## config.mk

```make
export PLATFORM = sky130hd
export DESIGN_NAME = univ_shift_reg_n
export DESIGN_NICKNAME = d
export VERILOG_FILES = /design/src/rtl/univ_shift_reg_n.sv
export SDC_FILE = /design/constraint.sdc
export NUM_CORES = 1
export LEC_CHECK = 0
export ABC_CLOCK_PERIOD_IN_PS = 3700
export BUFFER_PORTS_ARGS = -buffer_cell sky130_fd_sc_hd__buf_4
export CELL_PAD_IN_SITES_DETAIL_PLACEMENT = 1
export CELL_PAD_IN_SITES_GLOBAL_PLACEMENT = 1
export CORE_AREA = 2 2 77 79
export DETAILED_ROUTE_END_ITERATION = 7
export DIE_AREA = 0 0 79 81
export HOLD_SLACK_MARGIN = 0.15
export PLACE_DENSITY = 0.91
export SYNTH_ARGS = -nofsm -noshare
export SYNTH_HDL_FRONTEND = slang
export SYNTH_SLANG_ARGS = --single-unit
```

## constraint.sdc

```tcl
create_clock -name clk -period 3.7 [get_ports clk]
set_clock_uncertainty 0.2 [all_clocks]
set_input_delay 0.74 -clock clk [delete_from_list [all_inputs] [get_ports clk]]
set_output_delay 0.74 -clock clk [all_outputs]
set_load 0.01 [all_outputs]
```

## src/rtl/univ_shift_reg_n.sv

```systemverilog
// Universal WIDTH-bit shift register: hold, load, variable logical/arithmetic shifts,
// rotates, and a self-timed LSB-first burst serializer with busy/done status.
module univ_shift_reg_n #(
    parameter int WIDTH = 8,
    parameter int AMT_W = 3
) (
    input  logic             clk,
    input  logic             reset,
    input  logic [WIDTH-1:0] din,
    input  logic [2:0]       mode,
    input  logic [AMT_W-1:0] amt,
    input  logic             lin,
    input  logic             rin,
    output logic [WIDTH-1:0] dout,
    output logic             sout,
    output logic             busy,
    output logic             done
);

    typedef enum logic [2:0] {
        OP_HOLD  = 3'd0,
        OP_SHR   = 3'd1,
        OP_SHL   = 3'd2,
        OP_LOAD  = 3'd3,
        OP_ROR   = 3'd4,
        OP_ROL   = 3'd5,
        OP_ASR   = 3'd6,
        OP_BURST = 3'd7
    } op_e;

    typedef enum logic {
        ST_IDLE  = 1'b0,
        ST_BURST = 1'b1
    } state_e;

    localparam int             IDX_W   = (WIDTH > 1) ? $clog2(WIDTH) : 1;
    localparam logic [AMT_W:0] WIDTH_X = (AMT_W+1)'(WIDTH);
    localparam logic [WIDTH-1:0] ONES  = '1;

    state_e           state, state_n;
    op_e              op;
    logic [AMT_W-1:0] cnt, cnt_n;
    logic [WIDTH-1:0] dout_n;
    logic             sout_n;
    logic             done_n;

    logic             amt_zero;
    logic             amt_big;
    logic [AMT_W:0]   rot;
    logic [IDX_W-1:0] idx_shr;
    logic [IDX_W-1:0] idx_shl;
    logic [WIDTH-1:0] shr_res;
    logic [WIDTH-1:0] asr_res;
    logic [WIDTH-1:0] shl_res;
    logic [WIDTH-1:0] ror_res;
    logic [WIDTH-1:0] rol_res;

    // Shift results use fill masks so amt >= WIDTH naturally yields all-fill.
    always_comb begin
        op       = op_e'(mode);
        amt_zero = (amt == '0);
        amt_big  = ({1'b0, amt} >= WIDTH_X);
        rot      = {1'b0, amt} % WIDTH_X;
        idx_shr  = IDX_W'(amt - AMT_W'(1));
        idx_shl  = IDX_W'(WIDTH_X - {1'b0, amt});
        shr_res  = (dout >> amt) | (lin ? ~(ONES >> amt) : '0);
        asr_res  = (dout >> amt) | (dout[WIDTH-1] ? ~(ONES >> amt) : '0);
        shl_res  = (dout << amt) | (rin ? ~(ONES << amt) : '0);
        ror_res  = (dout >> rot) | (dout << (WIDTH_X - rot));
        rol_res  = (dout << rot) | (dout >> (WIDTH_X - rot));
    end

    always_comb begin
        state_n = state;
        cnt_n   = cnt;
        dout_n  = dout;
        sout_n  = sout;
        done_n  = 1'b0;
        case (state)
            ST_IDLE: begin
                case (op)
                    OP_HOLD: ;
                    OP_SHR: begin
                        if (!amt_zero) begin
                            dout_n = shr_res;
                            sout_n = amt_big ? lin : dout[idx_shr];
                        end
                    end
                    OP_SHL: begin
                        if (!amt_zero) begin
                            dout_n = shl_res;
                            sout_n = amt_big ? rin : dout[idx_shl];
                        end
                    end
                    OP_LOAD: dout_n = din;
                    OP_ROR: begin
                        if (!amt_zero) begin
                            dout_n = ror_res;
                            sout_n = ror_res[WIDTH-1];
                        end
                    end
                    OP_ROL: begin
                        if (!amt_zero) begin
                            dout_n = rol_res;
                            sout_n = rol_res[0];
                        end
                    end
                    OP_ASR: begin
                        if (!amt_zero) begin
                            dout_n = asr_res;
                            sout_n = amt_big ? dout[WIDTH-1] : dout[idx_shr];
                        end
                    end
                    OP_BURST: begin
                        dout_n = din;
                        cnt_n  = amt;
                        if (amt_zero) begin
                            done_n = 1'b1;
                        end else begin
                            state_n = ST_BURST;
                        end
                    end
                    default: ;
                endcase
            end
            ST_BURST: begin
                dout_n = {lin, dout[WIDTH-1:1]};
                sout_n = dout[0];
                cnt_n  = cnt - AMT_W'(1);
                if (cnt == AMT_W'(1)) begin
                    state_n = ST_IDLE;
                    done_n  = 1'b1;
                end
            end
            default: state_n = ST_IDLE;
        endcase
    end

    always_ff @(posedge clk) begin
        if (reset) begin
            state <= ST_IDLE;
            cnt   <= '0;
            dout  <= '0;
            sout  <= 1'b0;
            done  <= 1'b0;
        end else begin
            state <= state_n;
            cnt   <= cnt_n;
            dout  <= dout_n;
            sout  <= sout_n;
            done  <= done_n;
        end
    end

    assign busy = (state == ST_BURST);

endmodule

```

# Yosys cells after proc, flatten, opt, wreduce, memory -nomap -nowiden
# Cells that the tools add are included.
# word_totals
in_bits	18
elab_cells	78
ff_bits	14
romBits	0
output_inout_bits	11
latchBits	0
ram_bits	0
n_memories	0
# classes
shift	8
n_addsub	3
eq_ne	17
magnitude_cmp	2
bitwise_logic	8
mux	30
reduce_logical	5
mul	0
div	0
# ops
cell	count
$mux W8	8
$pmux W8 S6	1
$or A8 B8 Y8	5
$ne A3 B3 Y1 const B	6
$not A8 Y8	2
$pmux W8 S2	1
$shl A8 B3 Y8	2
$shr A8 B3 Y8	2
$eq A3 B3 Y1 const B	4
$mux W1	12
$lt A3 B4 Y1 const B	2
$shl A8 B3 Y8 const A	1
$shl A8 B4 Y8	1
$shr A8 B3 Y8 const A	1
$shr A8 B4 Y8	1
$ne A7 B2 Y1 const B	1
$bmux W1 S3	2
$eq A3 B1 Y1 const B	2
$eq A3 B2 Y1 const B	2
$pmux W1 S2	3
$pmux W3 S2	1
$reduce_and A6 Y1	1
$sub A3 B1 Y3 const B	2
$ne A5 B2 Y1 const B	1
other kinds (8)	9

# Longest topological paths before layout
# depth
word_depth	7
depth_mapped	13
mapped_depth_nobuf	10

# Least setup slack after synthesis
# Ideal clock, no wire load.
# synth_timing
kind	input -> register
start	input amt[1]
end	register dout[0]
required_time_ns	3.383
setup_time_ns	0.117
stages	12
arrival_ns	2.935
path_buffers	4
slack_ns	0.447
path_cell_list	buf_4 -> buf_2 -> buf_4 -> inv_1 -> ha_1 -> buf_6 -> mux2_4 -> nor3b_2 -> a211oi_2 -> o21ai_0 -> nand4_1 -> a32o_1
# synth_via
elab_chain_cells	7
elab_cells_between_ends	33
cone_classes	1 x add/sub; 5 x eq/ne; 8 x shift; 10 x mux; 7 x bitwise; 2 x reduce/logical
# synth_rtl
item	line_no	rtl
start: declaration	11	input logic [AMT_W-1:0] amt,
parallel branches: the longest is 7 deep, another holds $sub A4 B3 Y4	--	
end signal: assignment	149	dout <= dout_n;
end: declaration	14	output logic [WIDTH-1:0] dout,
# Parallel ways; which one is timed is not known. The select of a mux whose other input is x is not followed.
# A chain may end at the register's enable or synchronous reset.

# Worst setup path after layout
# layout_timing
start	input amt[0]
end	register sout
# layout_via
elab_chain_cells	6
elab_cells_between_ends	24
cone_classes	2 x add/sub; 4 x eq/ne; 4 x shift; 10 x mux; 2 x bitwise; 2 x reduce/logical
# layout_rtl
item	line_no	rtl
$sub A4 B3 Y4 or $sub A3 B1 Y3 (tied branches)	69, 70, 64	
$shr A8 B4 Y8 (tied with other cells)	70	rol_res = (dout << rot) | (dout >> (WIDTH_X - rot));
$or A8 B8 Y8 (tied with other cells)	70	
$mux W1 (on tied branches)	--	
$pmux W1 S4	81	case (op)
$pmux W1 S2	79	case (state)
end signal: assignment	150	sout <= sout_n;
end: declaration	15	output logic sout,
# Several ways; a longest one is shown, not always the timed one. The select of a mux whose other input is x is not followed.

==> out/results.ini <==
[sta]
maxSlewViolCount = 0
period_share_pct = 87.1
setup_tns_ps = 0
worst_pin_slew_ps = 652
slew_headroom_pct = 56.5
hold_viol_final = 0
whs_ps = 309
max_freq_ghz = 0.310
period_minus_slack_ps = 3220
rsz0062_at_grt = no
setup_viol = 0

[power]
ir_drop_mv = 0.143
p_leak_uw = 0.000987
power_density_nw_per_um2 = 275

[worst_setup_path]
critPathMaxFanout = 14
start_kind = input port
crit_arrival_ps = 3160
crit_required_ps = 3640
reg2reg_depth = 6
ff2ff_setup_slack_ps = 1320
cp-end-kind = flip-flop
path_class = input port to flip-flop
rr_startpoint = dout[7]
worstReg2RegEnd = sout

[cts]
cts.repair.resized = 0
cts_tree = yes
cts_hold_buffers = 0
htree_levels = 1
clockBufferDepth = 2
cts.sinks = 14
clockRootBuffer = clkbuf_8
postCtsSetupBuffers = 0
cts_made_buffers = 3
clkLatencyLatePin_ps = 250
path_clk_slew_ps = 60

[logic_synthesis]
ys_ff_latch = 14
synth_edf_count = 0
mappedNetlistArea_um2 = 2350
yosysSeqAreaShare_pct = 11.9
synth.avg_cell_area_um2 = 7.22
synth_nets = 350
synth_cell_type_count = 65
syn_inst = 325
yosys_most_used_dff = dfxtp_1
yosysWarnings = 0
synthArstFlopShare_pct = 0

[cells_and_area]
final_cell_mix = nor2_1, buf_4, nand2_1
fin_nets = 354
area_delta_synth_final_pct = 8.64
layout_commonest_cell = nor2_1
nFillCells = 720
multiInputGateArea_um2 = 1830
num_antenna_cells = 0
layout-drive-gt1-share_pct = 17.4
ff_latch_area_um2 = 280

[floorplan]
io_pins = 29
die_h_um = 81
initial_core_util_pct = 41.3
dieArea_um2 = 6400
rows = 28
core-area_um2 = 5680
die_w_um = 79

[placement]
gp_congestion = 1.01
io_buffers = 28
hpwl_um = 6340

[grt]
grt_max_degree = 39
track_usage_pct = 27.9
antenna_found_initial = 0
grt-ovfl-total = 0
grt_pass1_wl_um = 14000
grt_pass1_vias = 2588

[status]
status = finished clean

[route]
drtIter0Drc = 356
via_count = 2665
viasPerCell = 6.63
drc_errors = 0
routedWlPerCell_um = 22.1
dr.pass1.iters = 6
drtAntennaViolNets = 0
routed_wl_um = 8900

[hold_path]
holdCritStartpoint = cnt[2]
whs_path_depth = 2
hold_path.class = flip-flop to flip-flop
hold-path-endpoint = cnt[2]

[job]
max_cap_viol_count = 0

## where the power goes
| part | total (uW) | switching [uW] | internal (uW) | leakage (uW) |
|---|---|---|---|---|
| Combinational | 359 | 207 | 152 | 0.000850 |
| Clock | 130 | 58.3 | 72.1 | 0.0000216 |
| Sequential | 213 | 46.5 | 166 | 0.000115 |
## area by class of cell
cell class,count,share of cell area (%)
sequential,14,11.0
multi-input combinational,264,71.9
inverter,12,1.77
tap,75,3.68
clock buffer,3,1.62
timing repair buffer,34,10.0
## Yosys cell counts, types with 5 or more instances
| library cell | count | area (um2) |
|---|---|---|
| buf_2 | 9 | 45.0 |
| clkbuf_1 | 16 | 60.1 |
| nor2_1 | 35 | 131 |
| a31oi_1 | 6 | 37.5 |
| a211oi_1 | 7 | 52.6 |
| o22ai_1 | 8 | 50.1 |
| dfxtp_1 | 14 | 280 |
| a22oi_1 | 5 | 37.5 |
| o21ai_0 | 15 | 75.1 |
| nand2_1 | 29 | 109 |
| mux2i_1 | 23 | 230 |
| nand2b_1 | 11 | 68.8 |
| nor3_1 | 7 | 35.0 |
| mux2_2 | 6 | 67.6 |
| a21oi_1 | 28 | 140 |
| inv_1 | 12 | 45.0 |
| buf_4 | 6 | 45.0 |
| ha_1 | 7 | 87.6 |
## logic make-up (layout without fill, tap and decap cells)
kind of cell	after synthesis	count (layout)	share of synthesized area [%]
buffers and inverters	47	49	9.92
DFF	14	14	11.9
and+or+nand+nor	113	113	24.5
muxes	35	35	18.3
AOI/OAI and AO/OA	109	109	31.6
adders and majority gates	7	7	3.73
## state kept, by name, summed over array words and instances, names as in the netlist
name	cells
busy	1
done	1
cnt	3
dout	8
sout	1
## critical path, stage by stage
cell and delay (ps):
buf_4 110, inv_1 70, buf_4 230, ha_1 190, inv_1 60, ha_1 460
mux4_2 560, o22ai_1 190, a31oi_1 100, a21oi_1 200, nand3b_1 110, o2bb2ai_1 130
## metal layers
layer | global-route usage, % | part of all wire [%]
met1 | 36.4 | 42
met2 | 46.4 | 47
met3 | 4.11 | 7.5
met4 | 10.7 | 3.5
met5 | 0 | 0
## worst max-delay path by stage
stage | depth (start not counted) | endpoint | start | slack (ps)
4_1_cts | 12 | sout | amt[0] | 560
5_1_grt | 12 | sout | amt[0] | 370
3_5_place_dp | 12 | sout | amt[0] | 300
2_1_floorplan | 12 | dout[0] | amt[1] | 450
6_report | 12 | sout | amt[0] | 480
3_3_place_gp | 12 | sout | amt[0] | 350
## through the flow
step           power [uW]  area (um2)  util, %  worst slack [ps]  std cells
3_5_place_dp          563        2510     44.2               299        399
3_3_place_gp          550        2510     44.2               346        399
2_1_floorplan         451        2350        -               447        325
6_report              702        2550     44.9               479        402
4_1_cts               695        2550     44.9               560        402
5_1_grt               737        2550     44.9               374        402
(Power assumes the default switching activity.)
